===== src/rtl/lane_sprite_mover.sv =====
// Lane-based player sprite engine: latches left/right requests and, on a game tick,
// erases the sprite in its old lane and redraws it from the sprite ROM in the new lane.
module lane_sprite_mover #(
    parameter int            XW_BITS    = 3,
    parameter int            YH_BITS    = 3,
    parameter int            NUM_LANES  = 3,
    parameter int            START_LANE = 1,
    parameter int            LANE_X0    = 40,
    parameter int            LANE_PITCH = 35,
    parameter int            LANE_Y     = 70,
    parameter int            CW         = 3,
    parameter logic [CW-1:0] BG_COLOUR  = 3'b000,
    parameter logic [CW-1:0] TRANSP     = 3'b101
) (
    input  logic                       Clock,
    input  logic                       Resetn,
    input  logic                       tick,
    input  logic                       left_req,
    input  logic                       right_req,
    output logic [XW_BITS+YH_BITS-1:0] rom_addr,
    input  logic [CW-1:0]              rom_data,
    output logic [7:0]                 oX,
    output logic [6:0]                 oY,
    output logic [CW-1:0]              oColour,
    output logic                       oPlot,
    output logic [2:0]                 lane,
    output logic                       busy,
    output logic [1:0]                 fsm_state
);

    localparam int AW = XW_BITS + YH_BITS;

    localparam logic [1:0] DRAW_INIT = 2'd0;
    localparam logic [1:0] IDLE      = 2'd1;
    localparam logic [1:0] ERASE     = 2'd2;
    localparam logic [1:0] DRAW      = 2'd3;

    logic [1:0]         state;
    logic [AW:0]        cnt;          // top bit set marks the flush cycle
    logic [2:0]         next_lane;
    logic               pend_l;
    logic               pend_r;
    logic               p_valid;
    logic               p_draw;
    logic [7:0]         p_x;
    logic [6:0]         p_y;

    logic [XW_BITS-1:0] xc;
    logic [YH_BITS-1:0] yc;
    logic [7:0]         base_x;
    logic               scanning;
    logic               flush;
    logic               take;
    logic               target_ok;
    logic [2:0]         target;

    assign xc        = cnt[XW_BITS-1:0];
    assign yc        = cnt[AW-1:XW_BITS];
    assign rom_addr  = cnt[AW-1:0];
    assign base_x    = 8'(LANE_X0 + int'(lane) * LANE_PITCH);
    assign scanning  = (state != IDLE);
    assign flush     = cnt[AW];
    assign take      = (state == IDLE) && tick && (pend_l || pend_r);
    assign target    = pend_l ? (lane - 3'd1) : (lane + 3'd1);
    assign target_ok = pend_l ? (lane != 3'd0) : (lane != 3'(NUM_LANES - 1));

    // ROM data lines up with the registered pixel stage, so colour/transparency are resolved here.
    assign oX        = p_x;
    assign oY        = p_y;
    assign oColour   = p_valid ? (p_draw ? rom_data : BG_COLOUR) : '0;
    assign oPlot     = p_valid && !(p_draw && (rom_data == TRANSP));
    assign busy      = scanning;
    assign fsm_state = state;

    always_ff @(posedge Clock) begin
        if (!Resetn) begin
            state     <= DRAW_INIT;
            cnt       <= '0;
            lane      <= 3'(START_LANE);
            next_lane <= 3'(START_LANE);
            pend_l    <= 1'b0;
            pend_r    <= 1'b0;
            p_valid   <= 1'b0;
            p_draw    <= 1'b0;
            p_x       <= '0;
            p_y       <= '0;
        end else begin
            p_valid <= scanning && !flush;
            p_draw  <= (state == DRAW) || (state == DRAW_INIT);
            if (scanning) begin
                p_x <= base_x + 8'(xc);
                p_y <= 7'(LANE_Y) + 7'(yc);
                cnt <= flush ? '0 : cnt + 1'b1;
            end

            case (state)
                DRAW_INIT: if (flush) state <= IDLE;
                IDLE: begin
                    if (take && target_ok) begin
                        next_lane <= target;
                        state     <= ERASE;
                    end
                end
                ERASE: begin
                    if (flush) begin
                        lane  <= next_lane;
                        state <= DRAW;
                    end
                end
                default: if (flush) state <= IDLE;
            endcase

            // A fresh request in the same cycle as consumption wins over the clear.
            if (left_req && right_req) begin
                pend_l <= 1'b0;
                pend_r <= 1'b0;
            end else if (left_req) begin
                pend_l <= 1'b1;
                pend_r <= 1'b0;
            end else if (right_req) begin
                pend_l <= 1'b0;
                pend_r <= 1'b1;
            end else if (take) begin
                pend_l <= 1'b0;
                pend_r <= 1'b0;
            end
        end
    end

endmodule

===== config.mk =====
export PLATFORM = sky130hd
export DESIGN_NAME = lane_sprite_mover
export DESIGN_NICKNAME = d
export VERILOG_FILES = /design/src/rtl/lane_sprite_mover.sv
export SDC_FILE = /design/constraint.sdc
export NUM_CORES = 1
export LEC_CHECK = 0
export BUFFER_PORTS_ARGS = -buffer_cell sky130_fd_sc_hd__clkbuf_2
export CORE_MARGIN = 2
export CORE_UTILIZATION = 54
export DETAILED_ROUTE_END_ITERATION = 7
export GPL_ROUTABILITY_DRIVEN = 0
export PLACE_DENSITY = 0.9
export SETUP_SLACK_MARGIN = 0.15
export SLEW_MARGIN = 20
export SYNTH_ARGS = -nofsm -noshare
export SYNTH_HDL_FRONTEND = slang
export SYNTH_SLANG_ARGS = --single-unit

===== constraint.sdc =====
create_clock -name Clock -period 3.32 [get_ports Clock]
set_clock_uncertainty 0.05 [all_clocks]
set_input_delay 0.332 -clock Clock [delete_from_list [all_inputs] [get_ports Clock]]
set_output_delay 0.332 -clock Clock [all_outputs]
set_load 0.01 [all_outputs]

## Word-level counts from Yosys, hierarchy flattened

Index checks and enable logic that the tools add are counted.

- Flip-flop bits (word level): 34
- Input bits: 8

- Multiply operators: 1
- Equal/unequal tests: 8
- Add/sub/neg operators: 6
- Multiplexer cells: 13
- Reductions and logical operators: 21
- Bitwise gates (word level): 1

Operators with widths:

| operator | number |
|---|---|
| $mux 3 | 3 |
| $add 6x8->8 const A | 1 |
| $add 8x3->8 | 1 |
| $mul 3x6->8 const B | 1 |
| $add 7x1->7 const B | 1 |
| $add 7x3->7 const A | 1 |
| $logic_and 1x1->1 | 7 |
| $mux 7 | 1 |
| $mux 2 | 3 |
| $reduce_bool 3->1 | 2 |
| $mux 1 | 5 |
| $eq 2x2->1 const B | 2 |
| $ne 2x1->1 const B | 2 |
| $pmux 2 s2 | 1 |
| $reduce_and 2->1 | 2 |
| $reduce_bool 2->1 | 2 |
| $add 3x1->3 const B | 1 |
| $eq 3x3->1 const B | 1 |
| $ne 3x2->1 const B | 1 |
| $reduce_and 3->1 | 1 |
| $reduce_or 3->1 | 1 |
| $sub 3x1->3 const B | 1 |
| $eq 2x1->1 const B | 1 |
| $logic_not 1->1 | 2 |
| 5 further kinds | 6 |

## Depth between registers and ports, before layout

- Word-level depth: 6
- Gate-level depth with buffers: 10
- Mapped depth without buffers: 10

## Worst setup path before layout

OpenSTA, ideal clock, no wires.

- Path kind: reg-to-reg
- Start point: reg lane[0]
- End point: reg p_x[5] (netlist: oX[5])
- Arrival time: 2.511 ns
- Stages on the path, launching flop included: 11
- Slack: 0.643 ns
- Setup time: 0.116 ns
- Buffers on the path: 0
- Cell sequence: dfxtp_1 inv_1 ha_1 ha_1 ha_1 inv_1 fa_1 and2b_1 o22ai_1 xnor2_1 a31o_2

- Cells in the longest elaborated chain, start to end: 3

Ends and longest elaborated chain:

| element | RTL line | text |
|---|---|---|
| from (decl) | 26 | `output logic [2:0] lane,` |
| from (signal assigned) | 79 | `lane <= 3'(START_LANE);` |
| from (signal assigned) | 106 | `lane <= next_lane;` |
| $mul 3x6->8 | 60 | `assign base_x = 8'(LANE_X0 + int'(lane) * LANE_PITCH);` |
| $add 6x8->8 | 60 |  |
| $add 8x3->8 | 91 | `p_x <= base_x + 8'(xc);` |
| to (signal assigned) | 91 |  |
| to (decl) | 45 | `logic [7:0] p_x;` |

Every way passes these cells.
A chain may end at the register's enable or synchronous reset.

## Worst setup path after layout

Ends and elaborated chain as after synthesis.

==> results_dict.tcl <==
set metrics [dict create \
    vias 1385 \
    crit_chain "inv_1 -> ha_1 -> ha_1 -> ha_1 -> inv_1 -> fa_1 -> and2b_1 -> o22ai_1 -> xnor2_1 -> a31o_2" \
    cts_buffers 5 \
    drive_above_1_share_pct 22.1 \
    powerDensity_mw_per_mm2 370 \
    slowest_stage "dfxtp_1" \
    ir_drop_v 0.000223 \
    p_leak_uw 0.000897 \
    grt.overflow.total 0 \
    p_sw_uw 180 \
    hold_class "in -> reg" \
    syn_to_final_growth_pct 11.7 \
    design_area_mm2 0.00199 \
    post_cts_buffers 0 \
    cts_resized 0 \
    first_global_vias 1300 \
    dr.pass1.iters 4 \
    combPwrFrac_pct 10.6 \
    slew_viol_final 0 \
    cp-end-kind "register" \
    ys_ff_latch 32 \
    clkSlewWorstSetupHoldPaths_ns 0.09 \
    core_mm2 0.00310 \
    track_usage_pct 19.8 \
    fmax_mhz 349 \
    tritoncts "done" \
    slew_headroom_pct 63.6 \
    hold_viol_final 0 \
    tightest_slew_ns 0.546 \
    vias_per_cell 5.13 \
    ys_top_cells_by_area "dfxtp_1, ha_1, buf_4, fa_1, inv_1" \
    fin_nets 253 \
    ys_types 43 \
    period_needed_ns 2.87 \
    cap_viol_max_count 0 \
    setup_tns_ns 0 \
    synth_edf_count 0 \
    status "finished, final reports clean" \
    yosysWarnings 0 \
    ctsHoldBuffers 0 \
    rows 20 \
    finish.utilization_pct 64.0 \
    place_area_mm2 0.00192 \
    drc 0 \
    io_pins 39 \
    path_class "reg -> reg" \
    synth_area_per_cell_um2 9.03 \
    dpl.hpwl_um 2480 \
    synth_top_area_cell "dfxtp_1" \
    synthTopCellsByCount "dfxtp_1, ha_1, inv_1, nand2_1" \
    worstPathRequired_ns 3.51 \
    diodes 0 \
    cts_root_buffer "clkbuf_4" \
    wl_um 3310 \
    setup_viol_count_final 0 \
    path_max_fanout 8 \
    grt_pass1_wl_um 5460 \
    clock_sinks 32 \
    internal_power_uw 554 \
    dieArea_mm2 0.00377 \
    pwr-share-clk_pct 33.6 \
    synthFlopType "dfxtp_1" \
    wire_per_inst_um 12.3 \
    seq_area_frac_synth_pct 36.0 \
    die_w_um 61.4 \
    synth.top_cell.area_share_pct 36.0 \
    rsz0062_at_grt "false" \
    synth.most_common_cell "dfxtp_1" \
    min_period_over_period_pct 86.4 \
    max-clock-path-buffers 2 \
    io_buffers 36 \
    p_sw_share_pct 24.6 \
    initial_core_util_pct 57.3 \
    grt_max_degree 31 \
    clock_latency_ns 0.33 \
    die_y_um 61.4 \
    cpMostUsedCell "ha_1" \
    worstPathArrival_ns 3.06 \
    crit_path_max_incr_delay_ns 0.47 \
    htree_levels 2 \
    grt_antenna_before_repair 0 \
    async_flop_share_pct 0 \
    seq_power_share_pct 55.8 \
    antenna_left 0 \
    start_kind "register" \
    netlist_instances 197 \
    syn_area_mm2 0.00178 \
    drt_iter0_drc 83 \
]
-- worst paths after layout --
check	start	to	slack [ns]	depth (start not counted)
max	lane[0]$_SDFFE_PN1P_	oX[5]$_SDFFE_PN0P_	0.45	10
max reg2reg	lane[0]$_SDFFE_PN1P_	oX[5]$_SDFFE_PN0P_	0.45	10
min reg2reg	oY[6]$_SDFFE_PN0P_	oY[6]$_SDFFE_PN0P_	0.41	1
min	right_req	pend_l$_SDFFE_PP0P_	0.11	2
-- routing by layer --
layer / routed length, µm / up-vias / track usage (%)
met4: 37 / 0 / 8.51
li1: - / 711 / -
met3: 182 / 6 / 4.83
met2: 1600 / 33 / 35.0
met5: 0 / - / 0
met1: 1490 / 635 / 22.8
-- per-stage QoR --
| step | hold WS [ns] | worst slack, ns | power [µW] | instances |
|---|---|---|---|---|
| after floorplan | 0.358 | 0.643 | 474 | 198 |
| after global placement | 0.388 | 0.578 | 493 | 263 |
| after detailed placement | 0.403 | 0.474 | 497 | 263 |
| after CTS | 0.105 | 0.447 | 742 | 270 |
| after global routing | 0.100 | 0.262 | 773 | 270 |
| final | 0.112 | 0.451 | 735 | 270 |
-- layout by cell type, fill, tap and decap left out, types with 2 or more instances in the layout --
master,n
a31oi_1,4
nand4_1,3
o21ai_0,9
conb_1,2
clkbuf_2,36
clkbuf_8,2
ha_1,16
nor2_1,9
dfxtp_1,32
inv_1,16
and3_1,4
clkbuf_4,5
mux2i_1,5
nand3_1,5
nand3b_1,2
a21oi_1,6
nand2_1,15
fa_1,3
and2_1,8
o21a_1,3
o211ai_1,4
xnor2_1,6
nor3b_1,2
xor2_1,4
a21boi_0,2
nor2b_1,6
-- cell type report --
cell class / instances / area, µm²
Clock buffer: 7 / 65.1
Fill cell: 289 / 1120
Inverter: 16 / 60.1
Timing Repair Buffer: 37 / 188
Multi-Input combinational cell: 134 / 978
Sequential cell: 32 / 641
Tap cell: 44 / 55.1
-- flip-flops by register name (all words and copies together), names as in the netlist --
register	cells
oX	8
cnt	7
oY	5
lane	3
next_lane	3
fsm_state	2
p_draw	1
p_valid	1
pend_l	1
pend_r	1
-- power groups by stage --
stage,sequential [µW],clock [µW],combinational [µW]
finish,410,247,77.9
global route,413,271,89.6
CTS,410,253,78.7
detailed placement,419,0,78.0
global placement,418,0,75.0
floorplan,421,0,52.7
-- critical path: cells and delay by family (launching register included) --
| family | cells | cell delay (ns) |
|---|---|---|
| DFF | 1 | 0.47 |
| adders and majority gates | 4 | 1.26 |
| buffers and inverters | 2 | 0.26 |
| AOI/OAI and AO/OA | 2 | 0.34 |
| xor gates and xnor gates | 1 | 0.14 |
| and+or+nand+nor | 1 | 0.25 |
-- logic make-up after synthesis --
family	after synthesis	synth area share (%)
fa+ha+maj	19	14.6
flops	32	36.0
mux	5	2.81
simple gates	62	19.3
other cells	1	0.211
buf+inv	32	9.21
xor+xnor	10	4.92
compound gates	36	12.9
(Power assumes the default switching activity.)
